==> config.mk <==
export PLATFORM = sky130hd
export DESIGN_NAME = pmp_chk_seq
export DESIGN_NICKNAME = d
export VERILOG_FILES = /design/src/rtl/pmp_chk_seq.sv
export SDC_FILE = /design/constraint.sdc
export NUM_CORES = 1
export LEC_CHECK = 0
export ABC_CLOCK_PERIOD_IN_PS = 9200
export CORE_AREA = 3 3 271 273
export DETAILED_ROUTE_END_ITERATION = 10
export DIE_AREA = 0 0 274 276
export GPL_TIMING_DRIVEN = 0
export RECOVER_POWER = 50
export SKIP_LAST_GASP = 1
export SLEW_MARGIN = 15
export SYNTH_ARGS = -nofsm -noshare
export SYNTH_HDL_FRONTEND = slang
export SYNTH_SLANG_ARGS = --single-unit
==> constraint.sdc <==
create_clock -name clk -period 9.2 [get_ports clk]
set_clock_uncertainty 0.15 [all_clocks]
set_input_delay 1.84 -clock clk [delete_from_list [all_inputs] [get_ports clk]]
set_output_delay 1.84 -clock clk [all_outputs]
set_load 0.01 [all_outputs]
==> src/rtl/pmp_chk_seq.sv <==
// Sequential PMP checker: walks the PMP entries one per cycle in priority order
// and returns an allow/fault verdict for a single physical access.
module pmp_chk_seq #(
  parameter int XLEN      = 32,
  parameter int PADDR_LEN = 34,
  parameter int ENTRIES   = 16
) (
  input  logic                    clk,
  input  logic                    rstn,
  input  logic [8*ENTRIES-1:0]    pmp_cfg,
  input  logic [XLEN*ENTRIES-1:0] pmp_addr,
  input  logic                    req_valid,
  output logic                    req_ready,
  input  logic [PADDR_LEN-1:0]    req_paddr,
  input  logic [1:0]              req_size,
  input  logic [1:0]              req_type,
  input  logic [1:0]              req_priv,
  input  logic                    abort,
  output logic                    rsp_valid,
  input  logic                    rsp_ready,
  output logic                    rsp_fault,
  output logic                    rsp_hit,
  output logic [3:0]              rsp_idx
);

  typedef enum logic [1:0] {IDLE, SCAN, RESP} state_t;

  localparam logic [1:0] A_TOR   = 2'd1;
  localparam logic [1:0] A_NA4   = 2'd2;
  localparam logic [1:0] A_NAPOT = 2'd3;
  localparam logic [1:0] T_WRITE = 2'd1;
  localparam logic [1:0] T_EXEC  = 2'd2;
  localparam logic [1:0] PRIV_M  = 2'd3;

  state_t            state;
  logic [3:0]        idx;
  logic [XLEN-1:0]   sa, ea;
  logic [1:0]        typ, priv;

  // Entries beyond ENTRIES read as OFF so the 4-bit index never selects garbage.
  logic [7:0]        cfg_arr  [16];
  logic [XLEN-1:0]   addr_arr [16];

  for (genvar g = 0; g < 16; g++) begin : g_unpack
    if (g < ENTRIES) begin : g_used
      assign cfg_arr[g]  = pmp_cfg[8*g +: 8];
      assign addr_arr[g] = pmp_addr[XLEN*g +: XLEN];
    end else begin : g_unused
      assign cfg_arr[g]  = '0;
      assign addr_arr[g] = '0;
    end
  end

  function automatic logic in_range(input logic [1:0] a, input logic [XLEN-1:0] wa,
                                    input logic [XLEN-1:0] top, input logic [XLEN-1:0] base);
    logic [XLEN-1:0] t;
    t = top ^ (top + 1'b1);
    case (a)
      A_TOR:   return (base <= wa) && (wa < top);
      A_NA4:   return wa == top;
      A_NAPOT: return (wa & ~t) == (top & ~t);
      default: return 1'b0;
    endcase
  endfunction

  logic [7:0]           cfg;
  logic [XLEN-1:0]      top, prev;
  logic                 sa_in, ea_in, full, partial, perm, allow, last;
  logic [PADDR_LEN-1:0] req_end;

  assign req_ready = (state == IDLE);
  assign cfg       = cfg_arr[idx];
  assign top       = addr_arr[idx];
  assign prev      = (idx == 4'd0) ? '0 : addr_arr[idx - 4'd1];
  assign sa_in     = in_range(cfg[4:3], sa, top, prev);
  assign ea_in     = in_range(cfg[4:3], ea, top, prev);
  assign full      = sa_in & ea_in;
  assign partial   = sa_in ^ ea_in;
  assign last      = (idx == 4'(ENTRIES - 1));
  assign req_end   = req_paddr + (PADDR_LEN'(1) << req_size) - PADDR_LEN'(1);

  // NOTE: every path through a combinational block assigns a default first,
  // otherwise synthesis infers a latch to hold the previous value.
  always_comb begin
    perm = cfg[0];
    case (typ)
      T_WRITE: perm = cfg[1];
      T_EXEC:  perm = cfg[2];
      default: perm = cfg[0];
    endcase
  end

  // The lock bit is what makes the permission bits bind M-mode too.
  assign allow = ((priv == PRIV_M) && !cfg[7]) || perm;

  // NOTE: sequential state uses non-blocking assignments so every register
  // samples pre-edge values regardless of statement order.
  always_ff @(posedge clk) begin
    if (!rstn) begin
      state     <= IDLE;
      idx       <= '0;
      sa        <= '0;
      ea        <= '0;
      typ       <= '0;
      priv      <= '0;
      rsp_valid <= 1'b0;
      rsp_fault <= 1'b0;
      rsp_hit   <= 1'b0;
      rsp_idx   <= '0;
    end else begin
      case (state)
        IDLE: begin
          if (req_valid) begin
            sa    <= XLEN'(req_paddr[PADDR_LEN-1:2]);
            ea    <= XLEN'(req_end[PADDR_LEN-1:2]);
            typ   <= req_type;
            priv  <= req_priv;
            idx   <= '0;
            state <= SCAN;
          end
        end
        SCAN: begin
          if (abort) begin
            state <= IDLE;
          end else if (full || partial) begin
            rsp_fault <= partial | ~allow;
            rsp_hit   <= 1'b1;
            rsp_idx   <= idx;
            rsp_valid <= 1'b1;
            state     <= RESP;
          end else if (last) begin
            rsp_fault <= (priv != PRIV_M);
            rsp_hit   <= 1'b0;
            rsp_idx   <= '0;
            rsp_valid <= 1'b1;
            state     <= RESP;
          end else begin
            idx <= idx + 4'd1;
          end
        end
        RESP: begin
          if (abort || rsp_ready) begin
            rsp_valid <= 1'b0;
            state     <= IDLE;
          end
        end
        default: state <= IDLE;
      endcase
    end
  end

endmodule

== Word-level counts from Yosys, hierarchy flattened ==
Index checks and enable logic that the tools add are counted.
Storage, ports and cells
  bits in registers: 81
  input port bits: 685
  output and inout bits: 8
  word-level logic and storage cells: 107
Cells by class
  add/subtract/negate cells: 5
  magnitude comparators: 6
  eq/ne operators: 21
  shifts and indexed selects: 1
  muxes and demuxes: 35
  bitwise operators: 12
  reduce and logical (&&, ||, !) cells: 17
Operator list (number)
  $bmux 32 s4: 2
  $mux 32: 5
  $eq 32x32->1: 4
  $and 32x32->32: 3
  $le 32x32->1: 2
  $lt 32x32->1: 2
  $add 34x34->34: 1
  $shl 1x2->34 const A: 1
  $sub 34x1->34 const B: 1
  $add 32x1->32 const B: 1
  $bmux 8 s4: 1
  $not 32->32: 1
  $xor 32x32->32: 1
  $mux 4: 6
  $mux 8: 2
  $ne 2x2->1 const B: 6
  $eq 2x2->1 const B: 5
  $ge 5x5->1 const B: 2
  $mux 2: 5
  $not 4->5: 2
  $mux 1: 8
  $pmux 4 s2: 1
  $eq 2x1->1 const B: 3
  $pmux 1 s3: 2
  21 further kinds: 30

== Logic depth before layout (Yosys ltp) ==
  depth after elaboration: 15
  mapped depth: 30
  gate-level depth less buffers: 26

== Worst setup path after synthesis ==
Ideal clock, no wire load.
  path kind: input to register
  start point: input pmp_addr[129]
  end point: register rsp_fault
  setup time: 0.065 ns
  arrival time: 6.604 ns
  data required time: 8.985 ns
  path slack: 2.381 ns
  cell stages on the path: 23
  buffers on the path: 1
  path through: mux4_2 mux4_2 ha_1 inv_1 nor4_1 nand2_1 nor2_1 inv_1 ha_1 xnor2_2 nor3_2 a2111oi_4 o2111a_1 nand4_1 or4_1 and3_1 ha_1 a21boi_0 or3_1 clkbuf_1 a311oi_1 a21oi_1 nor2b_1
On the way
  cells in the longest elaborated chain, start to end: 13
  elaborated cells on any way between the ends: 32
  those cells by class: 1 x add/sub; 4 x order compare; 4 x eq/ne; 10 x mux; 8 x bitwise; 5 x reduce/logical
RTL lines
  start, declared: line 11  | input logic [XLEN*ENTRIES-1:0] pmp_addr,
  $bmux 32 s4: line 73  | assign top = addr_arr[idx];
  $mux 32 (not written as such) (2 in a row): line 73
  $add 32x1->32: line 57  | t = top ^ (top + 1'b1);
  $xor 32x32->32: line 57
  $not 32->32: line 61  | A_NAPOT: return (wa & ~t) == (top & ~t);
  $and 32x32->32: line 61
  $eq 32x32->1: line 61
  $pmux 1 s3: line 58  | case (a)
  $and 1x1->1 or $xor 1x1->1 (tied branches): line 77, 78
  $logic_or 1x1->1: line 125  | end else if (full || partial) begin
  $reduce_bool 2->1 (no source line)
  $reduce_and 3->1 (no source line)
  end signal, assigned: line 126  | rsp_fault <= partial | ~allow;
  end signal, assigned: line 132  | rsp_fault <= (priv != PRIV_M);
  end, declared: line 21  | output logic rsp_fault,
Several ways; a longest one is shown, not always the timed one. The select of a mux whose other input is x is not followed.
A chain may end at the register's enable or synchronous reset.

== Worst setup path after layout ==
  start point: register idx[1]
  end point: register rsp_fault
On the way
  cells in the longest elaborated chain, start to end: 14
  elaborated cells on any way between the ends: 48
  those cells by class: 2 x add/sub; 4 x order compare; 8 x eq/ne; 14 x mux; 11 x bitwise; 9 x reduce/logical
RTL lines
  start, declared: line 36  | logic [3:0] idx;
  start signal, assigned: line 138  | idx <= idx + 4'd1;
  $not 4->5 (not written as such): line 72, 73
  $bmux 32 s4: line 73
  $mux 32 (not written as such) (2 in a row): line 73
  $add 32x1->32: line 57
  $xor 32x32->32: line 57
  $not 32->32: line 61
  $and 32x32->32: line 61
  $eq 32x32->1: line 61
  $pmux 1 s3: line 58
  $and 1x1->1 or $xor 1x1->1 (tied branches): line 77, 78
  $logic_or 1x1->1: line 125
  $reduce_bool 2->1 (no source line)
  $reduce_and 3->1 (no source line)
Several ways; a longest one is shown, not always the timed one. The select of a mux whose other input is x is not followed.

==> results.md <==
Run status:
- The flow ran to the end, and the final reports show no timing, DRC or antenna violations.

Power:
- The internal portion of the total power is 1.34 mW.
- The static power due to leakage is 10.2 nW.
- Sequential cells burn 19.0% of the power.
- For this design the total switching power over the nets is 897 uW.
- Per report_power, the clock group accounts for 18.5% of the total.
- Power spread over the standard cell area amounts to 80.5 nW/um^2.
- In this run, the combinational gates consume 62.6% of the power.
- Net switching is 40.1% of the power.
- IR analysis of the VDD net gives a maximum drop of 0.0778 mV.
- The power after layout is 2.24 mW.

Clock network:
- The sink count of the clock tree is 81.
- The number of buffers added to fix hold violations after cts is 0.
- The latest clock arrival within the worst-skew pair is 340 ps.
- The root buffer cell is clkbuf_16.
- The clock slew seen by the registers of the worst setup and hold paths is 60 ps.
- The number of buffers added for setup after CTS is 0.
- The clock tree from TritonCTS is done.
- Buffers inserted during clock tree synthesis total 9.
- The number of H-tree branching levels is 3.
- The maximum clock path buffer count is 2.

Yosys:
- Summing the sequential cell areas from Yosys gives 8.29% of the chip area.
- The synthesized netlist devotes 14.5% of its cell area to compound gates.
- The portion of netlist area occupied by mux cells is 37.9%.
- The average cell area after synthesis is 9.41 um^2.
- The post-synthesis sequential element count is 81.
- The XOR/XNOR share of the synthesized area is 4.65%.
- Of the total synthesized cell area, the portion taken by full adders, half adders and majority gates is 12.7%.
- The dominant combinational cell family by area after synthesis is multiplexers.
- Yosys mapped the design onto 76 distinct sky130hd cell types.
- Yosys mapped a number of flops with a built-in enable equal to 0.
- Among all flip-flop cells after synthesis, the most frequent one is dfxtp_1.
- The synthesized netlist net count is 2961.
- The count of synthesis-stage warnings from yosys is 0.
- The number of instances in the synthesized netlist is 2079.
- Of all flip-flops after synthesis, the portion carrying an async set or reset was 0%.
- The cell area after synthesis is 19600 um^2.
- The fraction of the mapped netlist area in simple logic gates is 15.5%.

Setup path:
- The library cell appearing most often on the critical path is buf_2.
- Data on the critical path is required at its endpoint by 9330 ps.
- In this run the worst setup path terminates at rsp_fault.
- Setup slack on the worst reg-to-reg path comes out at 380 ps.
- The source of the critical timing path is idx[1].
- The worst register-to-register path ends at rsp_fault.
- For the worst flop-to-flop path, the logic depth is 28.
- The slowest stage of the critical path is the clkbuf_1 cell.
- The largest single stage delay on the critical path is 840 ps.
- The reg-to-reg critical path startpoint is idx[1].
- The nature of the critical path endpoint is a flip-flop.
- The critical path is of the reg -> reg type.
- The largest fanout on the critical path is 12.
- The critical path arrival is 8950 ps.
- The worst setup path is launched from a flip-flop.

Cells and area:
- Cells with a size suffix above 1 make up 14.9% of the layout.
- At the end of the flow, the number of nets in the layout was 3630.
- Leaving out fill and tap cells, the most frequent cells in the layout are clkdlybuf4s50_1 (649), mux4_2 (299), nand2_1 (221), ha_1 (195), inv_1 (149).
- Relative to the synthesized area, the layout overhead comes to 42.1%.
- The most common library cell in the layout ignoring fill and taps is clkdlybuf4s50_1.

Timing:
- The final number of setup-violating endpoints is 0.
- The max-slew violation count was 0.
- The number of failing hold endpoints at the final stage is 0.
- The worst-case hold slack is 320 ps.
- The worst-case setup margin in the final layout is 380 ps.
- The worst slew margin relative to its limit is 17.2%.
- Counting I/O delays and the setup requirement, the final critical path takes 8820 ps.
- The transition time of the tightest slew-check pin is 1230 ps.
- Setup repair after global routing left no endpoint under its margin.
- Based on the critical path, the design can be clocked at up to 113 MHz.
- The final critical path takes up 95.9% of the cycle.

Place:
- At the placement stage, the worst setup path has a slack of -806 ps.
- The number of buffer cells added on primary ports is 659.
- The congestion estimate from routability-driven global placement came to 1.08.
- Once detailed placement completed, the half-perimeter wirelength came to 109 mm.

Detailed routing:
- Dividing the detail-routed via count by the number of cells gives 5.99.
- The post-detailed-route DRC marker count is 0.
- The vias after detailed routing is 22400.
- The detailed-route wire length is 125 mm.
- The number of iterations in the first detailed-routing pass is 7.
- The count of antenna-violating nets left after detailed routing is 0.
- The detailed router finished its first iteration with 2470 violations.
- After detailed routing, the average wire length per cell comes to 33.5 um.

GRT:
- The first-pass GRT wire length is 172 mm.
- The residual overflow from global routing is 0.
- For this run, the total global-route usage over all layers was measured as 31.9%.
- The number of antenna violations at the first check in global routing was 35.
- Entering global routing, the biggest net connects 14 pins.
- The number of global-route vias before repair is 22300.

Hold path:
- The tightest min-delay check is of the reg -> reg type.

Die:
- The floorplan step set the die height to 276 um.
- The die covers 75600 um^2.
- In this run the core area contains 98 standard-cell rows.
- The area of the placeable core is 71400 um^2.
- The initial utilization of the core area, before any placement, comes to 27.4%.
- In this run the count of I/O pins placed on the die edge is 693.
- Measured along the x axis, the die boundary spans 274 um.

Flow run:
- Max-cap violations in this run came to 0.
[kinds of logic after synthesis]
kind of cell / after synthesis
multiplexers: 365
XOR/XNOR: 102
flip-flops: 81
AO/OA/AOI/OAI: 421
buffers and inverters: 287
adder cells (fa/ha/maj): 199
AND/OR/NAND/NOR: 624
[critical path, delay by kind of cell (launching register included)]
kind	cells	cell delay [ps]
compound gates	14	3290
simple gates	3	610
buf+inv	7	2830
fa+ha+maj	3	1060
flops	1	400
mux	1	380
[power by group through the flow]
stage	clock network [mW]	registers [mW]	logic [mW]
after global routing	0.432	0.426	1.48
after CTS	0.418	0.422	1.37
after global placement	0	0.429	1.36
after detailed placement	0	0.428	1.36
after floorplan	0	0.407	0.725
final	0.413	0.424	1.40
[worst min-delay path by stage]
stage               startpoint  endpoint  slack (ps)  depth (start not counted)
floorplan              priv[1]   priv[1]         290                          2
global placement       priv[1]   priv[1]         310                          2
finish                 priv[1]   priv[1]         320                          2
CTS                    priv[1]   priv[1]         320                          2
global route           priv[0]   priv[0]         350                          2
detailed placement     priv[1]   priv[1]         310                          2
[routing by layer]
layer	part of all wire (%)	vias up	wire [um]	global-route usage [%]
li1	-	9428	-	-
met1	38	11000	47500	39.3
met2	44	1621	55600	49.6
met3	9.8	341	12200	7.56
met4	7.8	6	9790	21.2
met5	0.029	-	36	0
[state kept, by name (all words and copies together) (netlist names)]
name	flops
ea	32
sa	32
idx	4
rsp_idx	4
priv	2
state	2
typ	2
rsp_fault	1
rsp_hit	1
rsp_valid	1
[Yosys cell counts, drive strengths merged (4+ instances only)]
cell type / n / area [um^2]
dfxtp: 81 / 1620
buf: 70 / 432
nand3b: 12 / 90.1
ha: 196 / 2450
nor4: 12 / 75.1
o211ai: 7 / 52.6
a21o: 52 / 390
o22ai: 16 / 100
and3: 11 / 68.8
nand3: 61 / 305
a21oi: 75 / 375
nor3b: 4 / 30.0
inv: 151 / 567
a21boi: 42 / 315
o21bai: 5 / 37.5
nand2: 221 / 830
nand4: 46 / 288
nor3: 23 / 120
nand2b: 23 / 144
a211oi: 67 / 503
a221o: 4 / 40.0
nor2: 104 / 390
mux2: 5 / 56.3
a31oi: 10 / 62.6
or3: 14 / 87.6
a211o: 5 / 43.8
o21a: 7 / 52.6
mux4: 299 / 6730
and2: 22 / 138
mux2i: 61 / 623
a2111oi: 6 / 71.3
nor4b: 4 / 35.0
nor2b: 52 / 325
clkbuf: 66 / 248
a22oi: 15 / 113
or2: 7 / 43.8
xor2: 49 / 429
o21ai: 82 / 414
xnor2: 53 / 479
[final cells by class]
| class | count | area (um^2) |
|---|---|---|
| Timing Repair Buffer | 659 | 6600 |
| Antenna cell | 28 | 70.1 |
| Clock buffer | 11 | 243 |
| Clock inverter | 5 | 103 |
| Buffer | 135 | 696 |
| Fill cell | 7283 | 43600 |
| Tap cell | 950 | 1190 |
| Multi-Input combinational cell | 1711 | 16700 |
| Sequential cell | 81 | 1620 |
| Inverter | 151 | 567 |
[repair_timing]
action / 4_1_cts / 5_1_grt
endpoints found under the setup margin: 12 / 10
hold endpoints to repair: 0 / 0
gates resized for setup: 9 / 11
[through the flow]
| stage | instances | utilization, % | setup TNS (ps) | cell area [um^2] |
|---|---|---|---|---|
| after global routing | 3729 | 38.9 | 0 | 27800 |
| after global placement | 3688 | 38.3 | -4130 | 27300 |
| final | 3731 | 38.9 | 0 | 27800 |
| after floorplan | 2079 | - | 0 | 19600 |
| after CTS | 3703 | 38.8 | 0 | 27700 |
| after detailed placement | 3688 | 38.3 | -4720 | 27300 |
(Power assumes the default switching activity.)
